File: src/rtl/syncfifo_prog.sv
// Single-clock FIFO with programmable almost-full/almost-empty thresholds, occupancy
// count, synchronous clear and standard/FWFT read mode. SYNCFIFO_ERR_FLAG_EN adds overflow/underflow pulses.
module syncfifo_prog #(
   parameter int    DATA_WIDTH = 8,
   parameter int    ADDR_WIDTH = 4,
   parameter string RAM_STYLE  = "distributed",
   parameter bit    FWFT_EN    = 1'b1
) (
   input  logic                  clk,
   input  logic                  rst_n,
   input  logic                  clr,
   input  logic [DATA_WIDTH-1:0] din,
   input  logic                  wr_en,
   output logic                  full,
   output logic                  almost_full,
   input  logic [ADDR_WIDTH:0]   prog_full_th,
   input  logic                  rd_en,
   output logic [DATA_WIDTH-1:0] dout,
   output logic                  valid,
   output logic                  empty,
   output logic                  almost_empty,
   input  logic [ADDR_WIDTH:0]   prog_empty_th,
   output logic [ADDR_WIDTH:0]   data_count
`ifdef SYNCFIFO_ERR_FLAG_EN
   ,
   output logic                  overflow,
   output logic                  underflow
`endif
);

   localparam int DEPTH = 2 ** ADDR_WIDTH;

   logic [ADDR_WIDTH:0]   wr_ptr_q, wr_ptr_d, rd_ptr_q, rd_ptr_d;
   logic [DATA_WIDTH-1:0] dout_q, dout_d, ram_rdata;
   logic                  valid_q, valid_d;
   logic                  ram_empty, ram_full, ram_rd;
   logic                  wr_acc, rd_acc;
   logic [ADDR_WIDTH:0]   ram_count;

   assign ram_empty = (wr_ptr_q == rd_ptr_q);
   assign ram_full  = (wr_ptr_q[ADDR_WIDTH] != rd_ptr_q[ADDR_WIDTH]) &&
                      (wr_ptr_q[ADDR_WIDTH-1:0] == rd_ptr_q[ADDR_WIDTH-1:0]);
   assign ram_count = wr_ptr_q - rd_ptr_q;

   assign full   = ram_full;
   assign empty  = FWFT_EN ? !valid_q : ram_empty;
   assign wr_acc = wr_en && !full && !clr;
   assign rd_acc = rd_en && !empty && !clr;
   // FWFT pulls the RAM head whenever the output stage is free or being popped this edge.
   assign ram_rd = FWFT_EN ? (!ram_empty && (!valid_q || rd_acc) && !clr) : rd_acc;

   assign data_count   = ram_count + (ADDR_WIDTH+1)'(FWFT_EN && valid_q);
   assign almost_full  = (data_count >= prog_full_th);
   assign almost_empty = (data_count <= prog_empty_th);
   assign dout         = dout_q;
   assign valid        = valid_q;

   generate
      if (RAM_STYLE == "block") begin : g_block_ram
         (* ram_style = "block" *) logic [DATA_WIDTH-1:0] mem [DEPTH];
         // NOTE: storage has no reset; the pointers alone decide which words are live.
         always_ff @(posedge clk) begin
            if (wr_acc) mem[wr_ptr_q[ADDR_WIDTH-1:0]] <= din;
         end
         assign ram_rdata = mem[rd_ptr_q[ADDR_WIDTH-1:0]];
      end else begin : g_dist_ram
         (* ram_style = "distributed" *) logic [DATA_WIDTH-1:0] mem [DEPTH];
         always_ff @(posedge clk) begin
            if (wr_acc) mem[wr_ptr_q[ADDR_WIDTH-1:0]] <= din;
         end
         assign ram_rdata = mem[rd_ptr_q[ADDR_WIDTH-1:0]];
      end
   endgenerate

   always_comb begin
      // NOTE: every next-state value gets a default first so no latch is inferred.
      wr_ptr_d = wr_ptr_q;
      rd_ptr_d = rd_ptr_q;
      dout_d   = dout_q;
      valid_d  = valid_q;
      if (clr) begin
         wr_ptr_d = '0;
         rd_ptr_d = '0;
         dout_d   = '0;
         valid_d  = 1'b0;
      end else begin
         if (wr_acc) wr_ptr_d = wr_ptr_q + 1'b1;
         if (ram_rd) begin
            rd_ptr_d = rd_ptr_q + 1'b1;
            dout_d   = ram_rdata;
         end
         valid_d = FWFT_EN ? (ram_rd || (valid_q && !rd_acc)) : ram_rd;
      end
   end

   // NOTE: sequential state uses non-blocking assignments so all registers update together.
   always_ff @(posedge clk or negedge rst_n) begin
      if (!rst_n) begin
         wr_ptr_q <= '0;
         rd_ptr_q <= '0;
         dout_q   <= '0;
         valid_q  <= 1'b0;
      end else begin
         wr_ptr_q <= wr_ptr_d;
         rd_ptr_q <= rd_ptr_d;
         dout_q   <= dout_d;
         valid_q  <= valid_d;
      end
   end

`ifdef SYNCFIFO_ERR_FLAG_EN
   logic overflow_q, underflow_q;

   always_ff @(posedge clk or negedge rst_n) begin
      if (!rst_n) begin
         overflow_q  <= 1'b0;
         underflow_q <= 1'b0;
      end else begin
         overflow_q  <= wr_en && full && !clr;
         underflow_q <= rd_en && empty && !clr;
      end
   end

   assign overflow  = overflow_q;
   assign underflow = underflow_q;
`endif

endmodule
File: config.mk
export PLATFORM = sky130hd
export DESIGN_NAME = syncfifo_prog
export DESIGN_NICKNAME = d
export VERILOG_FILES = /design/src/rtl/syncfifo_prog.sv
export SDC_FILE = /design/constraint.sdc
export NUM_CORES = 1
export LEC_CHECK = 0
export CAP_MARGIN = 20
export CORE_UTILIZATION = 60
export DETAILED_ROUTE_END_ITERATION = 10
export GPL_TIMING_DRIVEN = 0
export HOLD_SLACK_MARGIN = 0.12
export PLACE_DENSITY = 0.92
export SKIP_CTS_REPAIR_TIMING = 1
export SYNTH_ARGS = -nofsm -noshare
export SYNTH_HDL_FRONTEND = slang
export SYNTH_SLANG_ARGS = --single-unit
File: constraint.sdc
create_clock -name clk -period 6.7 [get_ports clk]
set_clock_uncertainty 0.2 [all_clocks]
set_input_delay 1.675 -clock clk [delete_from_list [all_inputs] [get_ports clk]]
set_output_delay 1.675 -clock clk [all_outputs]
set_load 0.01 [all_outputs]
After elaboration in Yosys (flattened, before gate mapping)
Memories as Yosys holds them, arrays and structs flattened.
Cells that the tools add are included.
{ "totals": {"regBits": 19, "latch_bits": 0, "ram_bits": 128, "romBits": 0, "inputBits": 23, "output_inout_bits": 18, "word_cells": 40, "n_memories": 1} }
{ "op_classes": {"addsub": 4, "n_mul": 0, "div": 0, "magnitude_cmp": 2, "n_eq_ne": 3, "n_shift": 0, "n_mux": 9, "n_bitwise": 0, "n_reduce_logical": 17} }
{ "memory_table": {"columns": ["name", "depth", "word_bits", "rd", "rd_ports_with_merged_regs", "write_ports", "line", "rtl"], "rows": [
  ["g_dist_ram.mem", 16, 8, 1, 0, 1, "67", "(* ram_style = \"distributed\" *) logic [DATA_WIDTH-1:0] mem [DEPTH];"]
]} }
{ "op_table": {"columns": ["cell", "n"], "rows": [
  ["5-bit 2-to-1 mux", 4],
  ["8-bit 2-to-1 mux", 2],
  ["5-bit by 1-bit adder with 5-bit output, second input constant", 2],
  ["1-bit logical AND", 8],
  ["5-bit by 1-bit adder with 5-bit output", 1],
  ["5-bit equality test", 1],
  ["5-bit greater-or-equal comparator", 1],
  ["5-bit less-or-equal comparator", 1],
  ["1-bit logical NOT", 5],
  ["5-bit subtractor", 1],
  ["4-bit equality test", 1],
  ["2-bit nonzero test", 2],
  ["1-bit 2-to-1 mux", 3],
  ["1-bit logical OR", 2],
  ["1-bit inequality test", 1]
]} }

Longest topological paths before layout
Gate-level depths: netlist (run 1).
{ "depth": {"ltp_word": 7, "depth_mapped": 12, "depth_no_buf": 12} }

Worst setup path before layout (run 1)
Ideal clock, no wire load.
{ "synth_timing": {"kind": "register to output", "start": "reg rd_ptr_q[1]", "end": "out almost_empty", "arrival_ns": 2.913, "required_ns": 4.825, "setup_slack_ns": 1.912, "path_stages_with_launch": 13, "path_buffers": 2, "cell_sequence": "dfrtp_1 -> clkbuf_1 -> inv_2 -> clkbuf_1 -> ha_1 -> fa_1 -> a21o_1 -> a21oi_1 -> xnor2_1 -> ha_1 -> and4_1 -> nand2_1 -> o211ai_1"} }
{ "synth_via": {"elab_chain_cells": 3} }
{ "synth_rtl": {"columns": ["element", "line", "rtl"], "rows": [
  ["start, declared", "33", "logic [ADDR_WIDTH:0] wr_ptr_q, wr_ptr_d, rd_ptr_q, rd_ptr_d;"],
  ["start signal, assigned", "105", "rd_ptr_q <= rd_ptr_d;"],
  ["5-bit subtractor", "43", "assign ram_count = wr_ptr_q - rd_ptr_q;"],
  ["5-bit by 1-bit adder with 5-bit output", "52", "assign data_count = ram_count + (ADDR_WIDTH+1)'(FWFT_EN && valid_q);"],
  ["net data_count[4]", "23", "output logic [ADDR_WIDTH:0] data_count"],
  ["5-bit less-or-equal comparator", "54", "assign almost_empty = (data_count <= prog_empty_th);"],
  ["end, declared", "21", "output logic almost_empty,"]
]} }
The timed path passes the listed nets, and every way through them passes these cells.

Worst setup path after layout (run 1)
{ "layout_timing": {"start": "reg rd_ptr_q[1]", "end": "out almost_empty"} }
{ "layout_via": {"elab_chain_cells": 3} }
{ "layout_rtl": {"columns": ["element", "line"], "rows": [
  ["5-bit subtractor", "43"],
  ["5-bit by 1-bit adder with 5-bit output", "52"],
  ["5-bit less-or-equal comparator", "54"]
]} }
No other way between the ends.

==> flow_summary.toml, run 1 <==
[outcome]
status = "complete, no violations"

[cts]
cts_buffers = 17
clk_path_buf_depth = 2
insertion_delay_ps = 530
cts_root_buf = "clkbuf_8"
path_clk_slew_ps = 60
cts_num_sinks = 147
cts_tree = "yes"
htreeDepth = 4

[worst_hold_path]
hp-class = "register to register"
holdPathStages = 2
min_from = "wr_ptr_q[4]$_DFFE_PN0P_"

[global_route]
grt_pass1_wl_um = 21400
antenna_found_initial = 0
grt_max_degree = 20
grt_usage_pct = 27.6
grt_pass1_vias = 3892
gr-total-overflow = 0

[yosys]
synthCells = 390
ys_seq_elements = 147
syn-mean-instance-area_um2 = 16.2
synth_cell_types = 35
yosysSeqAreaShare_pct = 68.2
syn_nets = 437
synth_area_um2 = 6340
yosys_warnings = 0

[layout]
instances_no_fill = 602
final_common_cell = "edfxtp_1"
diodes = 0
layout.nets = 500
area_growth_syn_to_layout_pct = 18.4
drive_above_1_share_pct = 16.7
final_cell_mix = "128 x edfxtp_1, 59 x nand2_1, 40 x clkdlybuf4s50_1, 32 x mux4_2, 27 x nor2_1"
nFillCells = 586

[routing]
ant_nets = 0
initialDrtViolationCount = 335
via_per_inst = 6.19
firstDrtPassIters = 5
wirelength_um = 13700
vias = 3728
wl_per_cell_um = 22.8
route.detailed.drc = 0

[setup_path]
slowest_stage = "clkdlybuf4s50_1"
end_kind = "primary output"
crit_fanout = 10
cp.required_ps = 4830
cp.arrival_ps = 4390
r2r_start = "rd_ptr_q[1]$_DFFE_PN0P_"
path_depth = 13
crit_path_start_kind = "register"
critPathMaxStageDelay_ps = 560
worstSetupPathType = "register to primary output"
startpoint = "rd_ptr_q[1]$_DFFE_PN0P_"
path_delay_family = "buffers and inverters"
crit_buf_inv = 4
cp_cell_sequence = "clkbuf_1, inv_2, clkbuf_1, ha_1, fa_1, a21o_1, a21oi_1, xnor2_1, ha_1, and4_1, nand2_1, o211ai_1, clkdlybuf4s50_1"
rrSetupSlack_ps = 2660
ff2ff_path_depth = 10

[die]
chipWidth_um = 105
io_pins = 41
die_y_um = 105
core-area_um2 = 10300
rows = 37
dieArea_um2 = 11000
initial_core_util_pct = 61.7

[timing]
rsz0062_at_grt = "no"
fin_tns_setup_ps = 0
timing.final.crit_share_pct = 93.6
fin_ws_ps = 431
slew_headroom_pct = 40.8
hold_ws_ps = 409
min_period_ps = 6270
worstMarginPinSlew_ps = 885
slew_viol_final = 0
setup_violations = 0
timing.fmax_ghz = 0.160
hold_viol_final = 0

[power_and_ir_drop]
switching_share_pct = 28.6
power_density_nw_per_um2 = 359
p_clk_share_pct = 33.6
ir_drop_mv = 0.189
p_int_w = 0.00192
power.share.sequential_pct = 39.1
p_leak_nw = 2.66
power_switching_w = 0.000771
p_comb_share_pct = 27.3

[placement]
post-dp-hpwl_um = 8550
globalplace.congestion = 0.814
placedCellCount = 570
post-place-ws_ps = 1030
place.port_buffers = 40

[run]
max_cap_viol_count = 0
## cell type report
class | count | area [µm²] | share of cell area, %
clock buffer | 17 | 414 | 5.52
multi-input combinational | 209 | 1850 | 24.7
timing repair buffer | 44 | 425 | 5.67
tap | 136 | 170 | 2.27
sequential | 147 | 4320 | 57.6
clock inverter | 15 | 154 | 2.05
buffer | 16 | 101 | 1.35
inverter | 18 | 67.6 | 0.901
## synth_stat cells
library cell	n	share of area [%]
ha_1	23	4.5
nor3_1	4	0.32
o21a_1	2	0.24
nor2b_1	2	0.20
and4_1	2	0.28
fa_1	1	0.32
xor2_1	5	0.69
nand2_1	59	3.5
a21boi_1	1	0.12
edfxtp_1	128	61
nand3_1	1	0.079
or3_1	1	0.099
dfrtp_1	19	7.5
inv_2	1	0.059
a221o_1	8	1.3
o211ai_1	1	0.12
buf_1	1	0.059
xnor2_2	1	0.26
clkbuf_1	9	0.53
buf_12	1	0.32
buf_2	2	0.16
nand4_1	4	0.39
buf_6	3	0.53
inv_1	17	1.0
nor2_1	27	1.6
and2b_1	1	0.12
xnor2_1	6	0.83
mux4_2	32	11
nand2b_1	4	0.39
nor3_2	2	0.32
a21oi_1	7	0.55
a21o_1	2	0.24
o21ai_0	4	0.32
a31oi_1	1	0.099
nor3b_1	8	0.95
## state kept, by name, indices dropped and copies added (netlist names)
name / count
g_dist_ram.mem: 128
dout: 8
rd_ptr_q: 5
wr_ptr_q: 5
valid: 1
## power by group through the flow
stage | clock [W] | combinational [W] | sequential [W]
final | 0.000906 | 0.000737 | 0.00105
after global routing | 0.000942 | 0.000802 | 0.00106
after CTS | 0.000910 | 0.000738 | 0.00105
after detailed placement | 0 | 0.000724 | 0.00107
after global placement | 0 | 0.000699 | 0.00107
after floorplan | 0 | 0.000452 | 0.00108
## kinds of logic after synthesis
kind of cell | synth area share [%]
AO/OA/AOI/OAI | 2.94
XOR/XNOR | 1.78
adder cells (fa/ha/maj) | 4.86
buffers and inverters | 2.67
flip-flops | 68.2
multiplexers | 11.4
AND/OR/NAND/NOR | 8.23
## stage by stage
stage	util, %	cell area [µm²]	power, W
6_report	73.0	7500	0.00270
5_1_grt	73.0	7500	0.00280
4_1_cts	73.0	7500	0.00270
3_5_place_dp	67.5	6930	0.00180
3_3_place_gp	67.2	6910	0.00177
2_1_floorplan	-	6340	0.00153
## worst paths after layout
kind                                                  end
hold / removal                    wr_ptr_q[4]$_DFFE_PN0P_
max in group asynchronous             dout[6]$_DFFE_PN0P_
min in group asynchronous         rd_ptr_q[4]$_DFFE_PN0P_
setup reg to reg           g_dist_ram.mem[0][1]$_DFFE_PP_
hold reg to reg                   wr_ptr_q[4]$_DFFE_PN0P_
setup / recovery                             almost_empty
## layer usage
| metal | vias to the layer above | part of all wire (%) | wire [µm] | GRT usage [%] |
|---|---|---|---|---|
| li1 | 1605 | - | - | - |
| met1 | 1868 | 39 | 5300 | 34.6 |
| met2 | 209 | 49 | 6780 | 44.1 |
| met3 | 46 | 7.2 | 989 | 6.18 |
| met4 | 0 | 4.6 | 637 | 17.3 |
| met5 | - | 0 | 0 | 0 |
## worst reg2reg max path, cell delays in order (launching register included)
cell      delay [ps]
dfrtp_1          380
clkbuf_1         250
inv_2            250
clkbuf_1         440
ha_1             390
nand4_1          160
o21a_1           290
and2b_1          280
nand2_1          170
nor3_1           650
buf_4            280
Note: power is estimated with default switching activity, not from simulation.
==> run 2: changes to the inputs <==
Settings changed: MAX_ROUTING_LAYER set to met4.
==> run 2 against run 1 <==
Against the previous run:
- sequential share of layout area is the same
- power hardly changed
- first-iteration DRC count rose by 14%
- register-to-register slack about the same
- critical endpoint unchanged
- largest cell class unchanged
- largest power group unchanged
==> flow_summary.toml, run 2 (synthesis results as in run 1) <==
[die]
die_y_um = 105
chipWidth_um = 105
io_pins = 41
dieArea_um2 = 11000
rows = 37
initial_core_util_pct = 61.7
core-area_um2 = 10300

[routing]
route.detailed.drc = 0
ant_nets = 0
via_per_inst = 6.19
wl_per_cell_um = 22.8
initialDrtViolationCount = 382
wirelength_um = 13700
vias = 3727
firstDrtPassIters = 5

[timing]
min_period_ps = 6250
fin_tns_setup_ps = 0
setup_violations = 0
rsz0062_at_grt = "no"
slew_viol_final = 0
worstMarginPinSlew_ps = 898
hold_ws_ps = 408
hold_viol_final = 0
timing.fmax_ghz = 0.160
timing.final.crit_share_pct = 93.2
fin_ws_ps = 452
slew_headroom_pct = 39.9

[power_and_ir_drop]
ir_drop_mv = 0.188
total_power_w = 0.00269
power_density_nw_per_um2 = 359
p_leak_nw = 2.66

[layout]
drive_above_1_share_pct = 16.7
layout.nets = 500
largest_reg_flops = 128
diodes = 0
final_cell_mix = "128 x edfxtp_1, 59 x nand2_1, 40 x clkdlybuf4s50_1, 32 x mux4_2, 27 x nor2_1"
final_common_cell = "edfxtp_1"
area_growth_syn_to_layout_pct = 18.4
fin_area_um2 = 7500

[cts]
clk_path_buf_depth = 2
cts_num_sinks = 147
path_clk_slew_ps = 60
cts_root_buf = "clkbuf_8"
cts_tree = "yes"
htreeDepth = 4
insertion_delay_ps = 530
cts_buffers = 17

[setup_path]
critPathMaxStageDelay_ps = 560
crit_path_start_kind = "register"
cp.required_ps = 4830
slowest_stage = "clkdlybuf4s50_1"
crit_fanout = 10
worstSetupPathType = "register to primary output"
cp_cell_sequence = "clkbuf_1, inv_2, clkbuf_1, ha_1, fa_1, a21o_1, a21oi_1, xnor2_1, ha_1, and4_1, nand2_1, o211ai_1, clkdlybuf4s50_1"
end_kind = "primary output"
cp.arrival_ps = 4370

[placement]
post-dp-hpwl_um = 8550
post-place-ws_ps = 1030
dpl_cell_area_um2 = 6930
globalplace.congestion = 0.826
place.port_buffers = 40

[global_route]
grt_usage_pct = 28.5
grt_pass1_wl_um = 21400
gr-total-overflow = 0
antenna_found_initial = 0
grt_pass1_vias = 3885
grt_max_degree = 20

[run]
max_cap_viol_count = 0

[outcome]
status = "complete, no violations"

[worst_hold_path]
hp-class = "register to register"
-- run 2: critical path: cells and delay by family, from the launching register on --
family	cells	cell delay, ps
XOR/XNOR	1	150
adder cells (fa/ha/maj)	3	1180
AND/OR/NAND/NOR	2	210
buffers and inverters	4	1480
flip-flops	1	380
AO/OA/AOI/OAI	3	430
-- run 2: final cells by class --
type,instances,area [µm²]
flip-flops and latches,147,4320
repair buffers,44,425
plain buffers,16,101
fillers,586,2780
multi-input cells,209,1850
clock buffers,17,414
clock inverters,15,154
inverters,18,67.6
well taps,136,170
-- run 2: path summary, 6_finish.rpt --
check / start / end / slack, ps / cells after the start
worst max-delay path: rd_ptr_q[1]$_DFFE_PN0P_ / almost_empty / 450 / 13
worst min-delay path: wr_ptr_q[4]$_DFFE_PN0P_ / wr_ptr_q[4]$_DFFE_PN0P_ / 410 / 2
worst max register to register: rd_ptr_q[1]$_DFFE_PN0P_ / g_dist_ram.mem[0][1]$_DFFE_PP_ / 2660 / 10
worst min register to register: wr_ptr_q[4]$_DFFE_PN0P_ / wr_ptr_q[4]$_DFFE_PN0P_ / 410 / 2
max in group asynchronous: rst_n / rd_ptr_q[3]$_DFFE_PN0P_ / 4320 / 1
min in group asynchronous: rst_n / rd_ptr_q[4]$_DFFE_PN0P_ / 1440 / 1
-- run 2: power by group --
part / internal, W / switching [W] / total (W)
registers: 0.00103 / 0.0000230 / 0.00105
logic: 0.000363 / 0.000375 / 0.000738
clock network: 0.000532 / 0.000372 / 0.000903
total: 0.00192 / 0.000769 / 0.00269
-- run 2: per-stage QoR --
step / instances / util [%]
2_1_floorplan: 390 / -
6_report: 602 / 73.0
4_1_cts: 602 / 73.0
3_3_place_gp: 566 / 67.2
3_5_place_dp: 570 / 67.5
5_1_grt: 602 / 73.0
-- run 2: routing by layer --
layer  vias to the layer above  track usage (%)  share of wire, %
li1                       1605                -                 -
met4                         0             17.6               4.4
met2                       219             44.2                50
met3                        39             5.99               7.0
met1                      1864             34.6                39
met5                         -                -                 0
==> run 3: changes to the inputs <==
Settings changed: CORE_ASPECT_RATIO set to 2.
==> run 3 against run 2 <==
Against the previous run:
- die area rose by 0.23%
- sequential share of layout area increased by 0.096 points
- count of clock-buffer cells in the layout is 5 higher
- global-route usage is 0.92 points lower
- fmax grew 0.98%
- cell count decreased by 0.33%
- clock power decreased by 2.7%
- worst hold slack got worse by 5.6 ps
- wire length down 2.2%
- sequential power barely moved
- core utilization is 0.32 points higher
- critical path type unchanged
- highest routed layer unchanged
==> flow_summary.toml, run 3 (synthesis results as in run 1) <==
[setup_path]
critPathMaxStageDelay_ps = 550
end_kind = "primary output"
cp_cell_sequence = "clkbuf_1, inv_2, clkbuf_1, ha_1, fa_1, a21o_1, a21oi_1, xnor2_1, ha_1, and4_1, nand2_1, o211ai_1, clkdlybuf4s50_1"
cp.arrival_ps = 4310
cp.required_ps = 4830
worstSetupPathType = "register to primary output"
crit_path_start_kind = "register"
slowest_stage = "clkdlybuf4s50_1"
crit_fanout = 10

[layout]
multi_input_area_um2 = 1850
instances_no_fill = 600
layout.nets = 499
largest_reg_flops = 128
final-seq-area_um2 = 4320
fin_area_um2 = 7490
drive_above_1_share_pct = 16.3
nFillCells = 619
final_cell_mix = "128 x edfxtp_1, 59 x nand2_1, 40 x clkdlybuf4s50_1, 32 x mux4_2, 27 x nor2_1"
area_growth_syn_to_layout_pct = 18.2
diodes = 0
final_common_cell = "edfxtp_1"

[cts]
cts_buffers = 17
clk_path_buf_depth = 2
cts_root_buf = "clkbuf_16"
cts_num_sinks = 147
htreeDepth = 4
cts_tree = "yes"
insertion_delay_ps = 400
path_clk_slew_ps = 60

[placement]
globalplace.congestion = 0.934
dpl_cell_area_um2 = 6910
post-dp-hpwl_um = 9300
place.port_buffers = 40
placedCellCount = 565

[worst_hold_path]
hp-class = "register to register"

[routing]
wl_per_cell_um = 22.3
wirelength_um = 13400
vias = 3586
ant_nets = 0
initialDrtViolationCount = 295
via_per_inst = 5.98
route.detailed.drc = 0
firstDrtPassIters = 5

[global_route]
grt_pass1_wl_um = 20200
grt_max_degree = 20
grt_pass1_vias = 3662
grt_usage_pct = 27.6
gr-total-overflow = 0
antenna_found_initial = 0

[die]
chipWidth_um = 74.7
io_pins = 41
die_y_um = 147
dieArea_um2 = 11000
rows = 52
initial_core_util_pct = 62.0
core-area_um2 = 10200

[timing]
fin_tns_setup_ps = 0
min_period_ps = 6190
hold_viol_final = 0
rsz0062_at_grt = "no"
hold_ws_ps = 402
slew_viol_final = 0
timing.final.crit_share_pct = 92.3
slew_headroom_pct = 41.8
timing.fmax_ghz = 0.162
worstMarginPinSlew_ps = 870
setup_violations = 0

[power_and_ir_drop]
power_density_nw_per_um2 = 360
ir_drop_mv = 0.354
total_power_w = 0.00269
p_leak_nw = 2.66

[outcome]
status = "complete, no violations"

[run]
max_cap_viol_count = 0
[run 3: per-layer routing]
| metal | GRT usage, % | wire (µm) |
|---|---|---|
| met5 | - | 0 |
| met1 | 30.7 | 4770 |
| met2 | 45.5 | 7260 |
| met4 | 14.9 | 663 |
| met3 | 5.28 | 708 |
[run 3: stage by stage]
step / utilization [%] / setup slack (ps)
4_1_cts: 73.1 / 537
3_5_place_dp: 67.6 / 995
3_3_place_gp: 67.6 / 1120
6_report: 73.3 / 513
5_1_grt: 73.3 / 252
2_1_floorplan: - / 1910
[run 3: final timing paths]
check	slack, ps	start	end	cells past startpoint
max	510	rd_ptr_q[1]$_DFFE_PN0P_	almost_empty	13
max reg2reg	3000	rd_ptr_q[1]$_DFFE_PN0P_	g_dist_ram.mem[0][0]$_DFFE_PP_	9
min in group asynchronous	1560	rst_n	wr_ptr_q[1]$_DFFE_PN0P_	1
min	400	rd_ptr_q[4]$_DFFE_PN0P_	rd_ptr_q[4]$_DFFE_PN0P_	2
max in group asynchronous	4190	rst_n	rd_ptr_q[3]$_DFFE_PN0P_	1
min reg2reg	400	rd_ptr_q[4]$_DFFE_PN0P_	rd_ptr_q[4]$_DFFE_PN0P_	2
[run 3: layout make-up]
class	instances	area share, %
clock inverter	10	0.952
timing repair buffer	43	5.61
sequential	147	57.7
clock buffer	22	6.48
inverter	18	0.902
multi-input combinational	209	24.8
tap	135	2.26
buffer	16	1.35
[run 3: critical path: cells and delay by family, from the launching register on]
kind / cells / cell delay (ps)
buffers and inverters: 4 / 1420
adder cells (fa/ha/maj): 3 / 1200
AO/OA/AOI/OAI: 3 / 510
flip-flops: 1 / 390
AND/OR/NAND/NOR: 2 / 210
XOR/XNOR: 1 / 170
[run 3: where the power goes]
part / internal (W) / switching [W]
clock: 0.000518 / 0.000362
sequential: 0.00103 / 0.0000212
combinational: 0.000364 / 0.000398
total: 0.00191 / 0.000781
